**src/rtl/lsu_pkg.sv**
```systemverilog
// lsu_pkg: funct3 codes, FSM states and the memory byte-swap shared with fetch
package lsu_pkg;
  localparam logic [2:0] F3_B  = 3'b000;
  localparam logic [2:0] F3_H  = 3'b001;
  localparam logic [2:0] F3_W  = 3'b010;
  localparam logic [2:0] F3_BU = 3'b100;
  localparam logic [2:0] F3_HU = 3'b101;
  typedef enum logic [2:0] {IDLE, LOAD, MERGE, WRITE, ERR, RESP} state_t;
  // Memory returns byte A on [31:24]; reorder so byte A lands on [7:0]
  function automatic logic [31:0] bswap(input logic [31:0] w);
    return {w[7:0], w[15:8], w[23:16], w[31:24]};
  endfunction
endpackage

```
**src/rtl/load_store_unit_if.sv**
```systemverilog
// load_store_unit_if: core request/response handshake plus memory data port
interface load_store_unit_if;
  logic        req_valid;
  logic        req_ready;
  logic        req_write;
  logic [2:0]  req_funct3;
  logic [31:0] req_addr;
  logic [31:0] req_wdata;
  logic        resp_valid;
  logic        resp_ready;
  logic [31:0] resp_rdata;
  logic        resp_error;
  logic [31:0] mem_addr;
  logic        mem_wen;
  logic [31:0] mem_wdata;
  logic [31:0] mem_rdata;
  modport slave (
    input  req_valid, req_write, req_funct3, req_addr, req_wdata, resp_ready, mem_rdata,
    output req_ready, resp_valid, resp_rdata, resp_error, mem_addr, mem_wen, mem_wdata
  );
  modport master (
    output req_valid, req_write, req_funct3, req_addr, req_wdata, resp_ready, mem_rdata,
    input  req_ready, resp_valid, resp_rdata, resp_error, mem_addr, mem_wen, mem_wdata
  );
endinterface

```
**src/rtl/lsu_lane.sv**
```systemverilog
// lsu_lane: lane extraction/extension for loads and lane merge for sub-word stores
module lsu_lane
  import lsu_pkg::*;
(
  input  logic [31:0] lw,
  input  logic [1:0]  off,
  input  logic [2:0]  funct3,
  input  logic [15:0] wdata,
  output logic [31:0] ld,
  output logic [31:0] st
);
  logic [4:0]  sh;
  logic [7:0]  b;
  logic [15:0] h;
  logic [31:0] mask;
  logic [31:0] ins;
  always_comb begin
    sh = {off, 3'b000};
    b = lw[sh +: 8];
    h = off[1] ? lw[31:16] : lw[15:0];
    ld = funct3 == F3_B  ? {{24{b[7]}}, b} :
         funct3 == F3_H  ? {{16{h[15]}}, h} :
         funct3 == F3_W  ? lw :
         funct3 == F3_BU ? {24'b0, b} :
         funct3 == F3_HU ? {16'b0, h} : '0;
    mask = funct3 == F3_H ? 32'h0000_FFFF << {off[1], 4'b0000} : 32'h0000_00FF << sh;
    ins = funct3 == F3_H ? {16'b0, wdata} << {off[1], 4'b0000} : {24'b0, wdata[7:0]} << sh;
    st = (lw & ~mask) | ins;
  end
endmodule

```
**src/rtl/load_store_unit.sv**
```systemverilog
// load_store_unit: word-aligned RV32I load/store master with read-modify-write sub-word stores
module load_store_unit
  import lsu_pkg::*;
#(
  parameter int MEM_BYTES = 512
) (
  input logic clock,
  input logic reset,
  load_store_unit_if.slave bus
);
  state_t      state, next;
  logic [2:0]  r_f3;
  logic [1:0]  r_off;
  logic [31:0] r_wdata, merge, rdata_q, addr_q, wdata_q, lw, ld, st, aligned;
  logic        err_q, valid_q, wen_q, accept, legal, misaligned, err;
  assign lw = bswap(bus.mem_rdata);
  lsu_lane u_lane (
    .lw    (lw),
    .off   (r_off),
    .funct3(r_f3),
    .wdata (r_wdata[15:0]),
    .ld    (ld),
    .st    (st)
  );
  always_comb begin
    accept = state == IDLE && bus.req_valid;
    aligned = {bus.req_addr[31:2], 2'b00};
    legal = bus.req_funct3 inside {F3_B, F3_H, F3_W} ||
            (!bus.req_write && bus.req_funct3 inside {F3_BU, F3_HU});
    misaligned = (bus.req_funct3 inside {F3_H, F3_HU} && bus.req_addr[0]) ||
                 (bus.req_funct3 == F3_W && bus.req_addr[1:0] != 2'b00);
    err = !legal || misaligned || aligned > 32'(MEM_BYTES - 4);
    next = state;
    case (state)
      IDLE:             next = !accept ? IDLE : err ? ERR : !bus.req_write ? LOAD :
                               bus.req_funct3 == F3_W ? WRITE : MERGE;
      LOAD, WRITE, ERR: next = RESP;
      MERGE:            next = WRITE;
      RESP:             next = valid_q && bus.resp_ready ? IDLE : RESP;
      default:          next = IDLE;
    endcase
  end
  // Handshake outputs are registered, so they trail the state by one edge
  always_ff @(posedge clock) begin
    if (reset) begin
      state <= IDLE;
      valid_q <= 1'b0;
      rdata_q <= '0;
      err_q <= 1'b0;
      addr_q <= '0;
      wdata_q <= '0;
      wen_q <= 1'b0;
    end else begin
      state <= next;
      valid_q <= state == RESP && !(valid_q && bus.resp_ready);
      wen_q <= state == WRITE;
      if (accept) begin
        r_f3 <= bus.req_funct3;
        r_off <= bus.req_addr[1:0];
        r_wdata <= bus.req_wdata;
        rdata_q <= '0;
        err_q <= err;
        if (!err) addr_q <= aligned;
      end
      if (state == LOAD) rdata_q <= ld;
      if (state == MERGE) merge <= st;
      if (state == WRITE) wdata_q <= r_f3 == F3_W ? r_wdata : merge;
    end
  end
  assign bus.req_ready = state == IDLE;
  assign bus.resp_valid = valid_q;
  assign bus.resp_rdata = rdata_q;
  assign bus.resp_error = err_q;
  assign bus.mem_addr = addr_q;
  assign bus.mem_wen = wen_q && !reset;
  assign bus.mem_wdata = wdata_q;
endmodule

```
**src/flat_wrapper.sv**
```systemverilog
// flat-port wrapper written by rule: the top's interface ports become plain ports
module load_store_unit_flat import lsu_pkg::*;
#(
  parameter int MEM_BYTES = 512
)
  (clock, reset, bus_req_valid, bus_req_write, bus_req_funct3, bus_req_addr, bus_req_wdata, bus_resp_ready, bus_mem_rdata, bus_req_ready, bus_resp_valid, bus_resp_rdata, bus_resp_error, bus_mem_addr, bus_mem_wen, bus_mem_wdata);
  load_store_unit_if bus_i ();
  input logic clock;
  input logic reset;
  input wire logic [$bits(bus_i.req_valid)-1:0] bus_req_valid;
  input wire logic [$bits(bus_i.req_write)-1:0] bus_req_write;
  input wire logic [$bits(bus_i.req_funct3)-1:0] bus_req_funct3;
  input wire logic [$bits(bus_i.req_addr)-1:0] bus_req_addr;
  input wire logic [$bits(bus_i.req_wdata)-1:0] bus_req_wdata;
  input wire logic [$bits(bus_i.resp_ready)-1:0] bus_resp_ready;
  input wire logic [$bits(bus_i.mem_rdata)-1:0] bus_mem_rdata;
  output wire logic [$bits(bus_i.req_ready)-1:0] bus_req_ready;
  output wire logic [$bits(bus_i.resp_valid)-1:0] bus_resp_valid;
  output wire logic [$bits(bus_i.resp_rdata)-1:0] bus_resp_rdata;
  output wire logic [$bits(bus_i.resp_error)-1:0] bus_resp_error;
  output wire logic [$bits(bus_i.mem_addr)-1:0] bus_mem_addr;
  output wire logic [$bits(bus_i.mem_wen)-1:0] bus_mem_wen;
  output wire logic [$bits(bus_i.mem_wdata)-1:0] bus_mem_wdata;
  assign bus_i.req_valid = bus_req_valid;
  assign bus_i.req_write = bus_req_write;
  assign bus_i.req_funct3 = bus_req_funct3;
  assign bus_i.req_addr = bus_req_addr;
  assign bus_i.req_wdata = bus_req_wdata;
  assign bus_i.resp_ready = bus_resp_ready;
  assign bus_i.mem_rdata = bus_mem_rdata;
  assign bus_req_ready = bus_i.req_ready;
  assign bus_resp_valid = bus_i.resp_valid;
  assign bus_resp_rdata = bus_i.resp_rdata;
  assign bus_resp_error = bus_i.resp_error;
  assign bus_mem_addr = bus_i.mem_addr;
  assign bus_mem_wen = bus_i.mem_wen;
  assign bus_mem_wdata = bus_i.mem_wdata;
  load_store_unit #(.MEM_BYTES(MEM_BYTES)) u_core (.clock(clock), .reset(reset), .bus(bus_i));
endmodule
```
**config.mk**
```make
export PLATFORM = sky130hd
export DESIGN_NAME = load_store_unit_flat
export DESIGN_NICKNAME = d
export VERILOG_FILES = /design/src/rtl/lsu_pkg.sv /design/src/rtl/load_store_unit_if.sv /design/src/rtl/lsu_lane.sv /design/src/rtl/load_store_unit.sv /design/src/flat_wrapper.sv
export SDC_FILE = /design/constraint.sdc
export NUM_CORES = 1
export LEC_CHECK = 0
export CAP_MARGIN = 25
export CORE_AREA = 2 2 128 130
export CTS_CLUSTER_SIZE = 28
export DETAILED_ROUTE_END_ITERATION = 6
export DIE_AREA = 0 0 130 132
export MAX_ROUTING_LAYER = met4
export PLACE_DENSITY = 0.9
export SETUP_SLACK_MARGIN = 0.02
export SLEW_MARGIN = 20
export SYNTH_ARGS = -nofsm -noshare
export SYNTH_HDL_FRONTEND = slang
export SYNTH_HIERARCHICAL = 1
export SYNTH_SLANG_ARGS = --single-unit
```
**constraint.sdc**
```tcl
create_clock -name clock -period 3.5 [get_ports clock]
set_input_delay 0.7 -clock clock [delete_from_list [all_inputs] [get_ports clock]]
set_output_delay 0.7 -clock clock [all_outputs]
set_load 0.1 [all_outputs]
```
==> flow_summary.yaml, run 1 <==
sta:
  period_needed_ns: 2.646
  relSlewSlack_pct: 31.82
  max_freq_mhz: 378.0
  finalSetupViolCount: 0
  slew_violations: 0
  finalHoldViolCount: 0
  worstMarginPinSlew_ns: 1.019
  fin_setup_tns_ns: 0
  holdWs_ns: 0.4627
  fin_ws_ns: 0.8542
  rsz0062_at_grt: "no"
  period_share_pct: 75.60
  finClkSkew_ns: 0.009212
route:
  drt_iter0_drc: 449
  post_drt_wl_per_cell_microns: 18.69
  ant_nets: 0
  drc: 0
  dr.pass1.iters: 5
  viasPerCell: 5.595
  drt-total-wl_microns: 20750
  via_count: 6210
global_route:
  grt.met3_usage_pct: 7.508
  grt_start_max_net_pins: 66
  grt_antenna_before_repair: 0
  grt_pass1_vias: 6021
  grt_first_pass_wirelength_microns: 32540
  grt_util_met2_pct: 41.30
  grtUsageMet1_pct: 30.06
  track_usage_pct: 25.56
  busiest_layer: "met2"
  gr-total-overflow: 0
synth:
  yosysWarnings: 6
  syn_area_sq_um: 7551
  synth_top_area_share_pct: 27.44
  synth_compound_area_share_pct: 12.68
  ys_async_sr_fraction_pct: 0
  synthSimpleGateAreaFrac_pct: 16.60
  synthTopCellsByArea: "edfxtp_1, dfxtp_1, mux2i_1"
  synth_top_family_by_area: "simple AND/OR/NAND/NOR gates"
  synth_seq_cells: 169
  synth.distinct_cells: 51
  yosysTopAreaCell: "edfxtp_1"
  synth_common_cells: "dfxtp_1, edfxtp_1, nand3_1, nand2_1, mux2i_1"
  synth-xor-area-share_pct: 0
  synth-main-ff-cell: "dfxtp_1"
  synth_fa_ha_area_share_pct: 0
  synth_enable_flop_cells: 69
  netlist_instances: 705
  syn_area_per_cell_sq_um: 10.71
  seq_area_frac_synth_pct: 53.95
  synth_most_common_cell: "dfxtp_1"
  muxShareOfSynthArea_pct: 12.23
setup_path:
  path_buf_inv: 1
  startpoint_type: "register"
  slowest_delay_ns: 1.17
  path_cells: "clkdlybuf4s50_1"
  cp_data_arrival_time_ns: 1.95
  cp_data_required_time_ns: 2.80
  critPathTopFamily: "buffers and inverters"
  cp_slowest_cell: "clkdlybuf4s50_1"
  endpoint_kind: "output pin"
  crit_fanout: 3
  timing.setup.critical_path_class: "reg -> out"
cts:
  clk_latency_ns: 0.43
  cts.sinks: 169
  clk_pin_slew_ns: 0.06
  ctsLongestPathBuffers: 2
  cts_htree_levels: 4
  cts_setup_buffers: 0
  cts_tree: "done"
  cts_buffers: 17
  cts_resized: 0
  cts_root_buf: "clkbuf_16"
  postCtsHoldBufs: 0
floorplanning:
  fp.dieArea_sq_um: 17160
  die_h_microns: 132
  start_util_pct: 48.06
  fp.coreArea_sq_um: 15710
  row_count: 46
  ios: 204
  die_w_microns: 130
power_and_ir_drop:
  p_per_area_nw_per_um2: 452.5
  p_leak_nw: 3.523
  ir_drop_uv: 343.9
place:
  io_buffers: 201
  dp.cells: 1078
  place_hpwl_microns: 14990
  dp_slack_ns: 0.8512
  gp_congestion: 0.9330
final_layout:
  fin_cells: 1110
  diodes: 0
  drive_gt1_share_pct: 14.09
  final_nets: 985
  synthToLayoutAreaGrowth_pct: 35.15
  fin_util_pct: 64.95
flow_run:
  max_cap_viol_count: 0
outcome:
  status: "complete, no violations"
min_path:
  hold_class: "reg -> reg"
## metrics by stage
stage / power, mW / instance area [sq um]
after detailed placement: 2.749 / 9602
after global placement: 2.742 / 9602
after global routing: 4.766 / 10200
after floorplan: 2.510 / 7564
final: 4.618 / 10200
after CTS: 4.644 / 10200
## path summary, 6_finish.rpt
kind,start,end,slack (ns),cells past startpoint
worst min-delay path,u_core/bus.mem_addr[15]$_SDFFE_PP0P_,u_core/bus.mem_addr[15]$_SDFFE_PP0P_,0.46,1
worst min register to register,u_core/bus.mem_addr[15]$_SDFFE_PP0P_,u_core/bus.mem_addr[15]$_SDFFE_PP0P_,0.46,1
worst max-delay path,u_core/bus.resp_valid$_SDFF_PP0_,bus_resp_valid,0.85,1
worst max register to register,u_core/r_off[1]$_DFFE_PP_,u_core/merge[25]$_DFFE_PP_,1.20,3
## cell families after synthesis
group / count (synthesis)
other: 1
AOI/OAI and AO/OA: 131
DFF: 169
muxes: 81
and+or+nand+nor: 245
buffers and inverters: 78
## cell type report
cell class	instances	area (sq um)
Fill cell	1266	5508
Multi-Input combinational cell	459	3171
Tap cell	216	270.3
Inverter	19	71.32
Timing Repair Buffer	215	2019
Sequential cell	169	4074
Clock inverter	13	166.4
Clock buffer	19	432.9
## state kept, by name (all words and copies together), names as in the netlist, 2 cells and up
register and count:
u_core/bus.mem_addr 30, u_core/bus.resp_rdata 32, u_core/r_off 2, u_core/r_wdata 32, u_core/bus.mem_wdata 32, u_core/merge 32, u_core/state 3, u_core/r_f3 3
## cells in the final DEF, fill, tap and decap left out, drive strengths merged, types with 24 or more instances in the layout
master,count
nand3,63
a211oi,32
dfxtp,100
and2,24
mux2i,54
nor2,40
a21oi,36
nand2b,24
inv,24
clkdlybuf4s50,163
edfxtp,69
nand2,61
buf,52
## power by group
part / switching (mW) / leakage, nW / internal (mW) / total (mW)
registers: 0.0371 / 1.44 / 2.09 / 2.13
clock network: 0.776 / 0.288 / 1.13 / 1.91
logic: 0.350 / 1.80 / 0.232 / 0.582
total: 1.16 / 3.52 / 3.45 / 4.62
## routing by layer
metal	wire, microns	vias to the layer above
met4	558	0
met3	1821	37
met2	10200	295
met1	8175	2940
li1	-	2938
met5	0	-
Power figures use the tool's default switching activity.
==> inputs of run 2 (changes only) <==
==> constraint.sdc (replaced) <==
create_clock -name clock -period 2.8 [get_ports clock]
set_input_delay 0.56 -clock clock [delete_from_list [all_inputs] [get_ports clock]]
set_output_delay 0.56 -clock clock [all_outputs]
set_load 0.1 [all_outputs]
==> run 2 against run 1 <==
  * Critical path depth up 2
  * Sequential cell count stayed put
  * Sequential share of layout area grew 0.26 points
  * Count of clock-buffer cells in the layout up 2
  * Clock power is 29% higher
  * First-iteration DRC count increased by 9.6%
==> flow_summary.yaml, run 2 (same netlist as run 1, synthesis figures left out) <==
flow_run:
  max_cap_viol_count: 0
setup_path:
  cp_data_arrival_time_ns: 2.33
  cp_slowest_cell: "edfxtp_1"
  critPathTopFamily: "simple AND/OR/NAND/NOR gates"
  crit_cells: 3
  reg2regPathDepth: 3
  cp_data_required_time_ns: 2.91
  startpoint_type: "register"
  endpoint_kind: "register"
  slowest_delay_ns: 0.58
  path_cells: "or3b_1, nand2_1, o221ai_1"
  path_buf_inv: 0
  crit_fanout: 16
  timing.setup.critical_path_class: "reg -> reg"
power_and_ir_drop:
  p_per_area_nw_per_um2: 577.9
  p_int_mw: 4.341
  p_leak_nw: 3.697
  p_sw_share_pct: 25.93
  switchingPower_mw: 1.520
  seq_power_share_pct: 45.3
  p_total_mw: 5.860
  clkPwrFrac_pct: 42.0
  ir_drop_uv: 404.1
  power_frac_comb_pct: 12.6
final_layout:
  diodes: 0
  drive_gt1_share_pct: 21.52
  n_fill_cell: 1212
  finalInstanceArea_sq_um: 10140
  fin_cells: 1113
  final_nets: 988
  layout_common_cells: "buf_4, clkdlybuf4s50_1, dfxtp_1"
  final_common_cell: "buf_4"
  synthToLayoutAreaGrowth_pct: 34.28
route:
  drt_iter0_drc: 492
  ant_nets: 0
  viasPerCell: 5.558
  drt-total-wl_microns: 21120
  via_count: 6186
  dr.pass1.iters: 5
  post_drt_wl_per_cell_microns: 18.97
  drc: 0
global_route:
  grt_start_max_net_pins: 66
  grt_pass1_vias: 5961
  track_usage_pct: 25.29
  grt_antenna_before_repair: 0
  grt_first_pass_wirelength_microns: 32110
  gr-total-overflow: 0
sta:
  fin_setup_tns_ns: 0
  period_needed_ns: 2.222
  slew_violations: 0
  holdWs_ns: 0.4630
  finClkSkew_ns: 0.009442
  relSlewSlack_pct: 51.70
  max_freq_mhz: 450.1
  rsz0062_at_grt: "no"
  period_share_pct: 79.35
  worstMarginPinSlew_ns: 0.7245
  finalHoldViolCount: 0
  finalSetupViolCount: 0
min_path:
  hold_class: "reg -> reg"
  hold_depth: 1
floorplanning:
  fp.coreArea_sq_um: 15710
  fp.dieArea_sq_um: 17160
  ios: 204
  row_count: 46
  start_util_pct: 48.06
  die_h_microns: 132
  die_w_microns: 130
place:
  io_buffers: 201
  place_area_sq_um: 9509
  gp_congestion: 0.9245
  place_hpwl_microns: 14930
  dp.cells: 1081
cts:
  postCtsHoldBufs: 0
  cts_root_buf: "clkbuf_16"
  clk_pin_slew_ns: 0.07
  cts_buffers: 17
  cts_htree_levels: 4
  cts_resized: 0
  cts.sinks: 169
  clk_latency_ns: 0.43
  cts_setup_buffers: 0
  cts_tree: "done"
  ctsLongestPathBuffers: 2
outcome:
  status: "complete, no violations"
==> run 2: final cells by class <==
class	instances	area, sq um	share of cell area, %
Sequential cell	169	4074	40.18
Clock inverter	11	116.4	1.148
Timing Repair Buffer	218	1927	19.00
Multi-Input combinational cell	459	3167	31.23
Inverter	19	71.32	0.7034
Tap cell	216	270.3	2.665
Clock buffer	21	514.2	5.072
==> run 2: path summary, 6_finish.rpt <==
| check | from | endpoint | slack (ns) |
|---|---|---|---|
| worst max-delay path | u_core/r_f3[0]$_DFFE_PP_ | u_core/merge[25]$_DFFE_PP_ | 0.58 |
| worst min-delay path | u_core/bus.mem_addr[10]$_SDFFE_PP0P_ | u_core/bus.mem_addr[10]$_SDFFE_PP0P_ | 0.46 |
| worst max register to register | u_core/r_f3[0]$_DFFE_PP_ | u_core/merge[25]$_DFFE_PP_ | 0.58 |
| worst min register to register | u_core/bus.mem_addr[10]$_SDFFE_PP0P_ | u_core/bus.mem_addr[10]$_SDFFE_PP0P_ | 0.46 |
==> run 2: through the flow <==
stage               utilization [%]  setup slack [ns]
floorplan                         -           0.04656
global placement              60.52            0.1873
detailed placement            60.52            0.2005
CTS                           64.53            0.5830
global route                  64.53            0.4615
finish                        64.53            0.5783
==> run 2: worst register-to-register path, cell delays in order, from the launching register on <==
cell and delay, ns:
edfxtp_1 0.58, or3b_1 0.51, nand2_1 0.49, o221ai_1 0.32
==> run 2: per-layer routing <==
layer	GRT usage (%)	part of all wire (%)
met3	6.818	8.5
met1	30.93	40
met2	40.14	49
met5	-	0
met4	9.200	2.5
==> run 2: power by group through the flow <==
stage	sequential (mW)	clock, mW	combinational (mW)
after CTS	2.66	2.49	0.735
after global placement	2.71	0	0.722
after global routing	2.66	2.59	0.780
final	2.66	2.46	0.741
after detailed placement	2.71	0	0.732
after floorplan	2.81	0	0.328
==> inputs of run 3 (changes only) <==
==> constraint.sdc (replaced) <==
create_clock -name clock -period 2.1 [get_ports clock]
set_input_delay 0.42 -clock clock [delete_from_list [all_inputs] [get_ports clock]]
set_output_delay 0.42 -clock clock [all_outputs]
set_load 0.1 [all_outputs]
==> run 3 against run 2 <==
  * Die area unchanged
  * Worst setup slack got worse by 0.43 ns
  * Utilization increased by 2.1 points
  * Non-clock buffer count increased by 42
  * Combinational power increased by 46%
  * Register-to-register slack got worse by 0.43 ns
  * Sequential cell count unchanged
  * Power increased by 29%
  * Routed wire length increased by 6.6%
  * Cell count increased by 3.8%
  * Via count increased by 5.3%
==> flow_summary.yaml, run 3 (same netlist as run 1, synthesis figures left out) <==
setup_path:
  crit_fanout: 8
  cp_slowest_cell: "or3b_1"
  timing.setup.critical_path_class: "reg -> reg"
  reg2regPathDepth: 3
  cp_data_arrival_time_ns: 2.12
  crit_cells: 3
  path_buf_inv: 0
  cp_data_required_time_ns: 2.27
  endpoint_kind: "register"
  startpoint_type: "register"
  slowest_delay_ns: 0.53
  path_cells: "or3b_1, a21oi_4, mux2_2"
  critPathTopFamily: "simple AND/OR/NAND/NOR gates"
route:
  drt-total-wl_microns: 22510
  post_drt_wl_per_cell_microns: 19.49
  drc: 0
  ant_nets: 0
  dr.pass1.iters: 5
  drt_iter0_drc: 474
  via_count: 6511
  viasPerCell: 5.637
cts:
  ctsLongestPathBuffers: 2
  cts_setup_buffers: 0
  clk_pin_slew_ns: 0.07
  cts_htree_levels: 4
  clk_latency_ns: 0.43
  cts.sinks: 169
  cts_root_buf: "clkbuf_16"
  postCtsHoldBufs: 0
  cts_tree: "done"
  cts_buffers: 17
  cts_resized: 0
place:
  place_hpwl_microns: 16690
  dp_slack_ns: -0.07552
  gp_congestion: 0.9545
  io_buffers: 201
floorplanning:
  fp.dieArea_sq_um: 17160
  start_util_pct: 48.06
  ios: 204
  fp.coreArea_sq_um: 15710
  row_count: 46
  die_h_microns: 132
  die_w_microns: 130
outcome:
  status: "complete, no violations"
global_route:
  grt_first_pass_wirelength_microns: 34650
  grt_start_max_net_pins: 44
  track_usage_pct: 27.35
  gr-total-overflow: 0
  grt_pass1_vias: 6458
  grt_antenna_before_repair: 0
min_path:
  hold_depth: 2
  hold_class: "reg -> reg"
sta:
  fin_ws_ns: 0.1463
  period_share_pct: 93.04
  period_needed_ns: 1.954
  rsz0062_at_grt: "no"
  finalHoldViolCount: 0
  slew_violations: 0
  finalSetupViolCount: 0
  relSlewSlack_pct: 64.42
  finClkSkew_ns: 0.01020
  worstMarginPinSlew_ns: 0.5317
  holdWs_ns: 0.4659
  max_freq_mhz: 511.8
power_and_ir_drop:
  p_int_mw: 5.632
  p_per_area_nw_per_um2: 722.9
  seq_power_share_pct: 46.8
  p_sw_share_pct: 25.55
  p_total_mw: 7.564
  p_leak_nw: 3.890
  ir_drop_uv: 590.3
  clkPwrFrac_pct: 38.9
  power_frac_comb_pct: 14.3
  switchingPower_mw: 1.932
final_layout:
  final_common_cell: "buf_4"
  diodes: 0
  layout_common_cells: "buf_4, clkdlybuf4s50_1, dfxtp_1"
  final_nets: 1030
  drive_gt1_share_pct: 25.03
  synthToLayoutAreaGrowth_pct: 38.58
flow_run:
  max_cap_viol_count: 0
[run 3: layout make-up]
| class | count | area [sq um] |
|---|---|---|
| clock buffers | 20 | 457.9 |
| clock inverters | 12 | 98.84 |
| fillers | 1207 | 5249 |
| inverters | 19 | 71.32 |
| multi-input cells | 459 | 3172 |
| flip-flops and latches | 169 | 4076 |
| well taps | 216 | 270.3 |
| repair buffers | 260 | 2317 |
[run 3: power by group through the flow]
| stage | clock network (mW) | registers, mW | logic [mW] |
|---|---|---|---|
| finish | 2.94 | 3.54 | 1.08 |
| global route | 3.12 | 3.54 | 1.14 |
| CTS | 2.99 | 3.54 | 1.08 |
| detailed placement | 0 | 3.61 | 1.07 |
| global placement | 0 | 3.60 | 1.06 |
| floorplan | 0 | 3.75 | 0.443 |
[run 3: metrics by stage]
stage	utilization [%]	TNS, ns	instances	area, sq um
after floorplan	-	-18.41	706	7589
after global placement	62.92	-0.09147	1122	9887
after detailed placement	63.05	-0.3754	1123	9907
after CTS	66.60	0	1155	10460
after global routing	66.60	0	1155	10460
final	66.60	0	1155	10460
[run 3: worst paths after layout]
kind | from | to | slack (ns)
setup / recovery | u_core/r_f3[1]$_DFFE_PP_ | u_core/merge[6]$_DFFE_PP_ | 0.15
setup reg to reg | u_core/r_f3[1]$_DFFE_PP_ | u_core/merge[6]$_DFFE_PP_ | 0.15
hold reg to reg | u_core/bus.resp_rdata[4]$_SDFFE_PP0P_ | u_core/bus.resp_rdata[4]$_SDFFE_PP0P_ | 0.47
hold / removal | u_core/bus.resp_rdata[4]$_SDFFE_PP0P_ | u_core/bus.resp_rdata[4]$_SDFFE_PP0P_ | 0.47
[run 3: layer usage]
layer / track usage, % / share of wire [%] / wire [microns]
met1: 30.69 / 37 / 8412
met2: 45.20 / 50 / 11280
met3: 8.198 / 9.1 / 2048
met4: 11.29 / 3.4 / 771
met5: - / 0 / 0
[run 3: tightest hold or removal path, delay by kind of cell (launching register included)]
| family | cells | cell delay [ns] |
|---|---|---|
| DFF | 1 | 0.31 |
| and+or+nand+nor | 1 | 0.06 |
| AOI/OAI and AO/OA | 1 | 0.05 |
